### src/rtl/prog_interval_timer.sv
// prog_interval_timer
// Programmable interval timer built on a base-tick prescaler. A start with a
// non-zero interval loads the period and launches the timer; every TICK_DIV
// enabled clocks one base tick is taken off the remaining count, and timeout
// pulses when the count runs out. One-shot mode returns to IDLE at expiry;
// periodic mode reloads the latched interval and keeps running.
//
// Ports
//   clk_i        single clock, rising edge
//   rst_ni       asynchronous active-low reset
//   enable_i     high = count, low = freeze prescaler and remaining
//   start_i      load/launch request (ignored when interval_i == 0)
//   stop_i       abort request, wins over start and expiry
//   periodic_i   mode select (0 one-shot, 1 auto-reload), latched on start
//   interval_i   period in base ticks, latched on start
//   timeout_o    one-cycle pulse at interval expiry
//   busy_o       high while in RUN
//   remaining_o  base ticks left in the current period
//   tick_o       one-cycle pulse per base tick while running and enabled
//
// state | meaning
// IDLE  | stopped, remaining = 0, waiting for an accepted start
// RUN   | prescaler counting, remaining decrements once per base tick
module prog_interval_timer #(
   parameter int unsigned TICK_DIV = 50000,
   parameter int unsigned CNT_W    = 16
) (
   input  logic             clk_i,
   input  logic             rst_ni,
   input  logic             enable_i,
   input  logic             start_i,
   input  logic             stop_i,
   input  logic             periodic_i,
   input  logic [CNT_W-1:0] interval_i,
   output logic             timeout_o,
   output logic             busy_o,
   output logic [CNT_W-1:0] remaining_o,
   output logic             tick_o
);

   localparam int unsigned   PW        = (TICK_DIV > 2) ? $clog2(TICK_DIV) : 1;
   localparam logic [PW-1:0] PRESC_MAX = PW'(TICK_DIV - 1);

   typedef enum logic {IDLE, RUN} state_t;

   state_t           state_q,     state_d;
   logic [PW-1:0]    presc_q,     presc_d;
   logic [CNT_W-1:0] remaining_q, remaining_d;
   logic [CNT_W-1:0] ivl_q,       ivl_d;
   logic             per_q,       per_d;
   logic             timeout_q,   timeout_d;
   logic             tick_q,      tick_d;

   logic accept;
   assign accept = start_i && !stop_i && (interval_i != '0);

   always_comb begin
      state_d     = state_q;
      presc_d     = presc_q;
      remaining_d = remaining_q;
      ivl_d       = ivl_q;
      per_d       = per_q;
      timeout_d   = 1'b0;
      tick_d      = 1'b0;

      if (stop_i) begin
         state_d     = IDLE;
         presc_d     = '0;
         remaining_d = '0;
      end else if (accept) begin
         // A restart also swallows any tick/expiry falling on this edge.
         state_d     = RUN;
         presc_d     = '0;
         remaining_d = interval_i;
         ivl_d       = interval_i;
         per_d       = periodic_i;
      end else if (state_q == RUN && enable_i) begin
         if (presc_q == PRESC_MAX) begin
            presc_d = '0;
            tick_d  = 1'b1;
            if (remaining_q <= CNT_W'(1)) begin
               timeout_d = 1'b1;
               if (per_q) begin
                  remaining_d = ivl_q;
               end else begin
                  remaining_d = '0;
                  state_d     = IDLE;
               end
            end else begin
               remaining_d = remaining_q - CNT_W'(1);
            end
         end else begin
            presc_d = presc_q + PW'(1);
         end
      end
   end

   always_ff @(posedge clk_i or negedge rst_ni) begin
      if (!rst_ni) begin
         state_q     <= IDLE;
         presc_q     <= '0;
         remaining_q <= '0;
         ivl_q       <= '0;
         per_q       <= 1'b0;
         timeout_q   <= 1'b0;
         tick_q      <= 1'b0;
      end else begin
         state_q     <= state_d;
         presc_q     <= presc_d;
         remaining_q <= remaining_d;
         ivl_q       <= ivl_d;
         per_q       <= per_d;
         timeout_q   <= timeout_d;
         tick_q      <= tick_d;
      end
   end

   assign timeout_o   = timeout_q;
   assign tick_o      = tick_q;
   assign remaining_o = remaining_q;
   assign busy_o      = (state_q == RUN);

endmodule

### config.mk
export PLATFORM = sky130hd
export DESIGN_NAME = prog_interval_timer
export DESIGN_NICKNAME = d
export VERILOG_FILES = /design/src/rtl/prog_interval_timer.sv
export SDC_FILE = /design/constraint.sdc
export NUM_CORES = 1
export LEC_CHECK = 0
export CAP_MARGIN = 30
export CORE_AREA = 5 5 85 87
export DETAILED_ROUTE_END_ITERATION = 10
export DIE_AREA = 0 0 90 92
export PLACE_DENSITY = 0.72
export SYNTH_ARGS = -nofsm -noshare
export SYNTH_HDL_FRONTEND = slang
export SYNTH_SLANG_ARGS = --single-unit
### constraint.sdc
create_clock -name clk_i -period 2.7 [get_ports clk_i]
set_clock_uncertainty 0.05 [all_clocks]
set_input_delay 0.405 -clock clk_i [delete_from_list [all_inputs] [get_ports clk_i]]
set_output_delay 0.405 -clock clk_i [all_outputs]
set_load 0.01 [all_outputs]
==> flow_summary_export.csv, run 1 <==
group,metric,value,unit
place,io_buffers,40,
logic_synthesis,synth.distinct_cells,57,
cts,path_clk_slew,0.10,ns
timing,max_freq,400,MHz
cts,numCtsBuffers,5,
cts,clk_path_buf_depth,2,
worst_setup_path,end_kind,"register",
cells_and_area,num-fill-cells,556,
timing,setup_viol,0,
floorplanning,die-area,0.00828,mm2
logic_synthesis,ys_ff_latch,52,
global_route,grt-busiest-layer,"met1",
worst_setup_path,worstSetupStartpointType,"register",
worst_setup_path,critPathKind,"reg2reg",
drt,wl_per_cell,18.8,um
drt,dr.first_iter.drc_count,468,
place,dp_hpwl,6760,um
floorplanning,die_w,90,um
power,ir_drop,0.257,mV
timing,maxSlewHeadroom,0.543,
floorplanning,die_y,92,um
hold_path,holdCritPathClass,"in2async",
timing,rsz0062_at_grt,"false",
global_route,grt_pass1_vias,2893,
global_route,grt_usage,0.226,
drt,first_pass_iters,5,
cts,cts_setup_buffers,0,
cts,cts.sinks,52,
place,dpl_worst_slack,-0.0514,ns
logic_synthesis,ys_seq_area_frac,0.425,
global_route,met2_usage,0.318,
timing,tns,0,ns
worst_setup_path,worstPathRequired,2.83,ns
drt,wirelength,9120,um
global_route,grtUsageMet3,0.0532,
cts,root_buffer,"clkbuf_8",
timing,worst_pin_slew,0.686,ns
status,outcome,"finished, final reports clean",
cts,clk_latency,0.31,ns
timing,fin_crit_sh,0.927,
flow_run,max-cap-violations,0,
drt,viasPerCell,6.20,
cts,cts_resized,0,
logic_synthesis,synthTopCellsByCount,"nand2_1, dfrtp_1, nor2_1, a21oi_1, nand3_1",
worst_setup_path,arrival,2.63,ns
logic_synthesis,ys_warn_count,0,
floorplanning,pin_count,41,
cells_and_area,insertedDiodeCount,0,
global_route,grt_max_degree,29,
logic_synthesis,netlist.area_leader.share,0.425,
logic_synthesis,synth_async_sr_flop_share,1.00,
drt,drc,0,
worst_setup_path,r2r_setup_slack,0.20,ns
timing,worst_slack,0.197,ns
global_route,gr-usage-met1,0.347,
cells_and_area,layout-drive-gt1-share,0.106,
logic_synthesis,synth_top_flop_cell,"dfrtp_1",
global_route,grt_pass1_wl,15300,um
place,gp_congestion,0.971,
cells_and_area,area_growth,22.4,%
cts,htreeDepth,2,
logic_synthesis,synth_largest_area_cell,"dfrtp_1",
logic_synthesis,synthCells,357,
power,powerDensity,477,mW/mm2
timing,finalHoldViolCount,0,
cts,cts_tree,"done",
floorplanning,core.rowCount,29,
logic_synthesis,syn-cell-area,0.00306,mm2
logic_synthesis,synth-edff-count,0,
global_route,antenna_found_initial,0,
timing,period_minus_slack,2.50,ns
cells_and_area,fin_nets,431,
logic_synthesis,yosysMostFrequentCell,"nand2_1",
worst_setup_path,worstPathMaxFanout,9,
floorplanning,initial_core_util,0.488,
power,leakagePower,0.00153,uW
drt,antenna_left,0,
global_route,grt-ovfl-total,0,
cts,cts_hold_buffers,0,
logic_synthesis,syn_area_per_cell,8.58,um2
logic_synthesis,synth_area_leaders,"dfrtp_1, nand2_1, xnor2_1, nor2_1, a21oi_1",
drt,vias,3002,
floorplanning,core-area,0.00628,mm2
timing,slew_viol_final,0,
logic_synthesis,syn_nets,382,
## per-stage QoR
stage,power [uW],hold WS (ns),area (um2),utilization,std cells
after detailed placement,1250,0.405,3630,0.579,475
after CTS,1780,0.0736,3740,0.596,483
after global placement,1250,0.405,3630,0.579,475
final,1790,0.0576,3750,0.597,484
after global routing,1870,0.106,3750,0.597,484
after floorplan,1080,0.0594,3060,-,357
## per-layer routing
metal | up-vias | share of wire
met5 | - | 0
met3 | 14 | 0.085
met4 | 0 | 0.013
met2 | 147 | 0.43
li1 | 1393 | -
met1 | 1448 | 0.47
## registers in the layout, summed over array words and instances (netlist names)
register     count
timeout_o        1
remaining_o     16
ivl_q           16
per_q            1
busy_o           1
presc_q         16
tick_o           1
## cell type report
| class | count | area, um2 | share of cell area |
|---|---|---|---|
| Timing Repair Buffer | 64 | 588 | 0.157 |
| Clock inverter | 2 | 35.0 | 0.00934 |
| Sequential cell | 52 | 1300 | 0.347 |
| Inverter | 8 | 30.0 | 0.00801 |
| Multi-Input combinational cell | 275 | 1630 | 0.434 |
| Clock buffer | 6 | 72.6 | 0.0194 |
| Tap cell | 77 | 96.3 | 0.0257 |
## cells by family (layout without fill, tap and decap cells)
family / count (synthesis) / in the layout / share of synthesized area
and+or+nand+nor: 173 / 173 / 0.278
buffers and inverters: 30 / 80 / 0.0445
DFF: 52 / 52 / 0.425
xor gates and xnor gates: 16 / 16 / 0.0457
adders and majority gates: 3 / 3 / 0.0123
AOI/OAI and AO/OA: 80 / 80 / 0.185
muxes: 3 / 3 / 0.0106
## critical path, stage by stage, from the launching register on
cell and delay [ns]:
dfrtp_1 0.45, or4_1 0.72, or2_1 0.44, o31a_1 0.35, o311ai_1 0.26, a311oi_1 0.13
## worst paths after layout
path	from	to	depth (start not counted)
max in group asynchronous	rst_ni	ivl_q[0]$_DFFE_PN0P_	2
min in group clk_i	ivl_q[0]$_DFFE_PN0P_	ivl_q[0]$_DFFE_PN0P_	2
worst max register to register	remaining_o[6]$_DFFE_PN0P_	remaining_o[15]$_DFFE_PN0P_	5
worst max-delay path	remaining_o[6]$_DFFE_PN0P_	remaining_o[15]$_DFFE_PN0P_	5
worst min-delay path	rst_ni	ivl_q[4]$_DFFE_PN0P_	1
worst min register to register	ivl_q[0]$_DFFE_PN0P_	ivl_q[0]$_DFFE_PN0P_	2
## placed cells by master, fill, tap and decap left out, types with 3 or more instances in the layout
cell type and instances:
a2111oi_0 3, or3_1 3, and4_1 5, inv_1 8
nand2_1 71, a21oi_1 18, clkbuf_8 5, or2_2 3
buf_4 23, xor2_1 3, nand4_1 8, nor4_1 10
a211oi_1 6, nor2_1 28, ha_1 3, nand3_1 15
and3_1 3, dfrtp_1 52, o21ai_0 14, a311oi_1 3
clkdlybuf4s50_1 39, o31ai_1 5, xnor2_1 13, nor3_1 7
a31oi_1 7, or4_1 6, a32oi_1 3, o211ai_1 4
## where the power goes
| group | internal [uW] | switching [uW] | leakage, uW |
|---|---|---|---|
| combinational | 159 | 204 | 0.000794 |
| sequential | 826 | 59.4 | 0.000684 |
| clock | 276 | 264 | 0.0000552 |
(Power assumes the default switching activity.)
==> run 2, diff against run 1 <==
--- a/config.mk
+++ b/config.mk
@@ -6,10 +6,12 @@
 export NUM_CORES = 1
 export LEC_CHECK = 0
 export CAP_MARGIN = 30
-export CORE_AREA = 5 5 85 87
+export CELL_PAD_IN_SITES_DETAIL_PLACEMENT = 0
+export CELL_PAD_IN_SITES_GLOBAL_PLACEMENT = 1
+export CORE_AREA = 5 5 92 94
 export DETAILED_ROUTE_END_ITERATION = 10
-export DIE_AREA = 0 0 90 92
-export PLACE_DENSITY = 0.72
+export DIE_AREA = 0 0 97 99
+export PLACE_DENSITY_LB_ADDON = 0.1
 export SYNTH_ARGS = -nofsm -noshare
 export SYNTH_HDL_FRONTEND = slang
 export SYNTH_SLANG_ARGS = --single-unit
==> run 2 against run 1 <==
Net effect: the flow now finishes with violations (negative hold slack); wire length up 6.3%; critical path depth up 3; die area up 16%; cell area up 3.3%; global-route usage down 2.4 points; via count down 0.17%; register-to-register slack better by 0.07 ns; non-clock buffer count up 14; maximum frequency up 2.4%; worst setup slack better by 0.058 ns; first-iteration DRC count down 29%; sequential cell count unchanged; largest power group unchanged; critical path type is now in2reg.
==> flow_summary_export.csv, run 2 (synthesis gave the netlist of run 1 again) <==
group,metric,value,unit
timing,fin_crit_sh,0.906,
worst_setup_path,rr_endpoint,"remaining_o[15]$_DFFE_PN0P_",
cts,path_clk_slew,0.11,ns
timing,tns,0,ns
timing,slew_viol_final,0,
drt,antenna_left,0,
drt,viasPerCell,5.73,
cells_and_area,layout-drive-gt1-share,0.135,
worst_setup_path,rr_worst_depth,5,
worst_setup_path,worstPathMaxFanout,6,
power,ir_drop,0.277,mV
cts,numCtsBuffers,5,
floorplanning,die_y,99,um
worst_setup_path,cp_cell_sequence,"clkdlybuf4s50_1 -> or4_1 -> o41ai_4 -> buf_4 -> and2_1 -> buf_4 -> o21ai_0 -> o21ai_0",
timing,setup_viol,0,
cts,cts.sinks,52,
cts,cts_hold_buffers,0,
worst_setup_path,r2r_setup_slack,0.27,ns
worst_setup_path,cp_slowest_cell,"or4_1",
global_route,grt_max_degree,21,
cts,htreeDepth,2,
worst_setup_path,r2r-start,"remaining_o[6]$_DFFE_PN0P_",
drt,first_pass_iters,5,
worst_setup_path,end_kind,"register",
cells_and_area,fin_nets,445,
worst_setup_path,arrival,2.63,ns
worst_setup_path,cp_slowest_stage_delay,0.58,ns
timing,finalHoldViolCount,4,
place,dp_cells,515,
cells_and_area,final_common_cell,"nand2_1",
worst_setup_path,worstPathRequired,2.88,ns
status,outcome,"complete, but fails checks",
floorplanning,core.rowCount,32,
cells_and_area,area_growth,26.4,%
worst_setup_path,worstSetupStartpointType,"primary input",
global_route,grt_usage,0.202,
timing,period_minus_slack,2.45,ns
cells_and_area,insertedDiodeCount,0,
drt,drc,0,
cells_and_area,design_area,0.00387,mm2
cts,clk_path_buf_depth,2,
worst_setup_path,critPathKind,"in2reg",
cells_and_area,layout.cells.non_filler,523,
cells_and_area,num-fill-cells,742,
drt,wl_per_cell,18.5,um
drt,dr.first_iter.drc_count,334,
cts,clk_latency,0.31,ns
place,gp_congestion,0.928,
worst_setup_path,startpoint,"interval_i[9]",
global_route,grt_pass1_vias,2826,
floorplanning,core-area,0.00757,mm2
global_route,antenna_found_initial,0,
global_route,grt-ovfl-total,0,
timing,max_freq,409,MHz
cts,cts_setup_buffers,0,
floorplanning,die_w,97,um
place,dp_hpwl,7300,um
hold_path,holdCritPathClass,"in2async",
global_route,grt_pass1_wl,15400,um
cts,cts_tree,"done",
timing,maxSlewHeadroom,0.472,
drt,wirelength,9690,um
cells_and_area,final_cell_mix,"nand2_1, dfrtp_1, clkdlybuf4s50_1",
floorplanning,initial_core_util,0.405,
place,placed_area,0.00377,mm2
cts,root_buffer,"clkbuf_8",
floorplanning,die-area,0.00960,mm2
timing,rsz0062_at_grt,"false",
place,io_buffers,40,
status,violations,"negative hold slack",
flow_run,max-cap-violations,0,
power,leakagePower,0.00160,uW
timing,worst_pin_slew,0.789,ns
drt,vias,2997,
timing,hold_slack,-0.0138,ns
floorplanning,pin_count,41,
power,powerDensity,468,mW/mm2
## run 2: critical path, delay by kind of cell
family / cells / cell delay, ns
AO/OA/AOI/OAI: 3 / 0.67
buffers and inverters: 3 / 0.82
AND/OR/NAND/NOR: 2 / 0.72
## run 2: final cells by class
cell class | instances | area, um2 | area share
clock buffer | 6 | 72.6 | 0.0187
clock inverter | 2 | 35.0 | 0.00904
inverter | 8 | 30.0 | 0.00775
multi-input combinational | 275 | 1630 | 0.420
sequential | 52 | 1300 | 0.336
tap | 102 | 128 | 0.0329
timing repair buffer | 78 | 681 | 0.176
## run 2: where the power goes
part           internal [uW]  switching [uW]  total [uW]
Combinational            171             217         389
Sequential               826            50.4         877
Clock                    276             271         547
## run 2: repair_timing
action,CTS,global route
resized for setup,0,1
endpoints found under the setup margin,0,1
hold endpoints to repair,0,0
## run 2: worst max-delay path by stage
stage | endpoint | slack, ns | depth (start not counted)
3_3_place_gp | remaining_o[2]$_DFFE_PN0P_ | -0.09 | 7
2_1_floorplan | remaining_o[15]$_DFFE_PN0P_ | 0.42 | 7
4_1_cts | remaining_o[7]$_DFFE_PN0P_ | 0.21 | 6
5_1_grt | remaining_o[15]$_DFFE_PN0P_ | 0.11 | 5
6_report | remaining_o[4]$_DFFE_PN0P_ | 0.25 | 8
3_5_place_dp | remaining_o[2]$_DFFE_PN0P_ | -0.06 | 7
## run 2: per-layer routing
layer	wire (um)	share of wire	global-route usage
met1	4760	0.49	0.310
met2	3980	0.41	0.278
met3	833	0.086	0.0552
met4	121	0.012	0.0464
met5	0	0	0
## run 2: metrics by stage
stage | power (uW) | worst slack (ns) | hold WS, ns | util
global route | 1900 | 0.114 | 0.0184 | 0.512
global placement | 1270 | -0.0892 | 0.340 | 0.498
floorplan | 1080 | 0.416 | 0.0594 | -
detailed placement | 1270 | -0.0562 | 0.350 | 0.498
CTS | 1820 | 0.213 | 0.00806 | 0.512
finish | 1810 | 0.255 | -0.0138 | 0.512
==> run 3, diff against run 2 <==
==> constraint.sdc (replaced) <==
create_clock -name clk_i -period 2.3 [get_ports clk_i]
set_clock_uncertainty 0.05 [all_clocks]
set_input_delay 0.345 -clock clk_i [delete_from_list [all_inputs] [get_ports clk_i]]
set_output_delay 0.345 -clock clk_i [all_outputs]
set_load 0.01 [all_outputs]
==> run 3 against run 2 <==
Net effect: the run now ends clean; critical path type unchanged; die area stayed put; cell count is 5.5% higher; core utilization is 4.1 points higher; sequential power is 17% higher; wire length is 1.7% higher; worst setup slack worse by 0.21 ns; largest power group unchanged; clock power is 17% higher.
==> flow_summary_export.csv, run 3 (synthesis gave the netlist of run 1 again) <==
group,metric,value,unit
cells_and_area,insertedDiodeCount,0,
worst_setup_path,worstSetupStartpointType,"primary input",
cells_and_area,design_area,0.00419,mm2
timing,fin_crit_sh,0.980,
floorplanning,pin_count,41,
worst_setup_path,critPathKind,"in2reg",
place,dp_cells,539,
floorplanning,die-area,0.00960,mm2
drt,wirelength,9850,um
timing,max_freq,443,MHz
timing,worst_pin_slew,0.598,ns
drt,wl_per_cell,17.8,um
status,outcome,"finished, final reports clean",
floorplanning,die_y,99,um
worst_setup_path,arrival,2.44,ns
worst_setup_path,worstPathRequired,2.48,ns
cts,path_clk_slew,0.09,ns
cells_and_area,fin_nets,474,
drt,drc,0,
flow_run,max-cap-violations,0,
cts,htreeDepth,2,
timing,slew_viol_final,0,
cells_and_area,num-fill-cells,692,
drt,route.met2.wl,3880,um
global_route,antenna_found_initial,0,
floorplanning,core.rowCount,32,
timing,setup_viol,0,
cts,numCtsBuffers,5,
cts,cts_tree,"done",
drt,first_pass_iters,5,
timing,finalHoldViolCount,0,
cells_and_area,final-seq-area,0.00130,mm2
timing,worst_slack,0.0451,ns
worst_setup_path,end_kind,"register",
global_route,grt_pass1_wl,16200,um
floorplanning,die_w,97,um
power,powerDensity,525,mW/mm2
cells_and_area,layout.cells.non_filler,552,
place,placed_area,0.00396,mm2
place,gp_congestion,0.947,
place,io_buffers,40,
worst_setup_path,worstPathMaxFanout,6,
cells_and_area,area_growth,36.6,%
cells_and_area,layout-drive-gt1-share,0.216,
hold_path,holdCritPathClass,"in2async",
floorplanning,core-area,0.00757,mm2
power,ir_drop,0.322,mV
timing,maxSlewHeadroom,0.597,
cells_and_area,final_common_cell,"nand2_1",
drt,dr.first_iter.drc_count,262,
drt,vias,3126,
power,leakagePower,0.00181,uW
cells_and_area,final_util,0.553,
cts,clk_path_buf_depth,2,
global_route,grt_max_degree,30,
floorplanning,initial_core_util,0.405,
cts,cts.sinks,52,
place,dpl_worst_slack,-0.441,ns
drt,top_layer_used,"met4",
global_route,grt-ovfl-total,0,
drt,viasPerCell,5.66,
cells_and_area,multi_input_area,0.00168,mm2
global_route,grt_usage,0.209,
drt,antenna_left,0,
timing,period_minus_slack,2.25,ns
global_route,grt_pass1_vias,3056,
drt,drt-met1-wl,5050,um
drt,met3WireLength,790,um
place,dp_hpwl,7530,um
cts,root_buffer,"clkbuf_8",
cells_and_area,final_cell_mix,"nand2_1, buf_4, dfrtp_1",
power,finalPower,2200,uW
cts,clk_latency,0.31,ns
==> run 3: cell types whose count changed in the layout (fill, tap and decap cells not counted), moves of 4 or more <==
| cell | before | now |
|---|---|---|
| or4_4 | 1 | 5 |
| clkdlybuf4s50_1 | 39 | 33 |
| buf_4 | 38 | 63 |
| or4_1 | 6 | 2 |
| dlymetal6s2s_1 | 0 | 6 |
==> run 3: report_power, final <==
part | leakage, uW | internal (uW) | total (uW) | switching [uW]
Clock | 0.0000552 | 324 | 640 | 316
Combinational | 0.00108 | 255 | 530 | 275
Sequential | 0.000684 | 970 | 1030 | 57.6
Total | 0.00181 | 1550 | 2200 | 649
==> run 3: what timing repair did <==
action,4_1_cts,5_1_grt
resized for setup,6,17
hold endpoints to repair,4,0
hold buffers,1,0
setup buffers,3,1
pin swaps,4,6
setup endpoints to repair,36,36
==> run 3: critical path, cell delays in order <==
cell and delay [ns]:
clkdlybuf4s50_1 0.47, or4_4 0.45, o41ai_4 0.43, buf_6 0.18
buf_4 0.12, buf_4 0.12, o21ai_0 0.14, a31oi_1 0.17
==> run 3: worst paths after layout <==
kind | startpoint | to | slack, ns | depth (start not counted)
min in group clk_i | interval_i[8] | ivl_q[8]$_DFFE_PN0P_ | 0.32 | 3
worst max-delay path | interval_i[14] | remaining_o[14]$_DFFE_PN0P_ | 0.05 | 8
worst max register to register | remaining_o[0]$_DFFE_PN0P_ | remaining_o[7]$_DFFE_PN0P_ | 0.12 | 6
worst min-delay path | rst_ni | remaining_o[8]$_DFFE_PN0P_ | 0.32 | 2
max in group asynchronous | rst_ni | presc_q[12]$_DFFE_PN0P_ | 1.27 | 3
worst min register to register | ivl_q[15]$_DFFE_PN0P_ | ivl_q[15]$_DFFE_PN0P_ | 0.43 | 2
==> run 3: cell type report <==
type | count | share of cell area
multi-input combinational | 275 | 0.402
clock buffer | 6 | 0.0173
tap | 102 | 0.0305
clock inverter | 2 | 0.00837
sequential | 52 | 0.311
timing repair buffer | 107 | 0.224
inverter | 8 | 0.00717
==> run 3: routing by layer <==
layer / up-vias / track usage
met1: 1488 / 0.326
met5: - / 0
met4: 0 / 0.0497
li1: 1482 / -
met2: 140 / 0.287
met3: 16 / 0.0517
==> run 3: through the flow <==
stage,hold WS (ns),setup TNS [ns]
floorplan,-0.000591,0
global placement,0.113,-14.82
detailed placement,0.117,-16.45
CTS,0.318,0
global route,0.326,-0.0657
finish,0.319,0
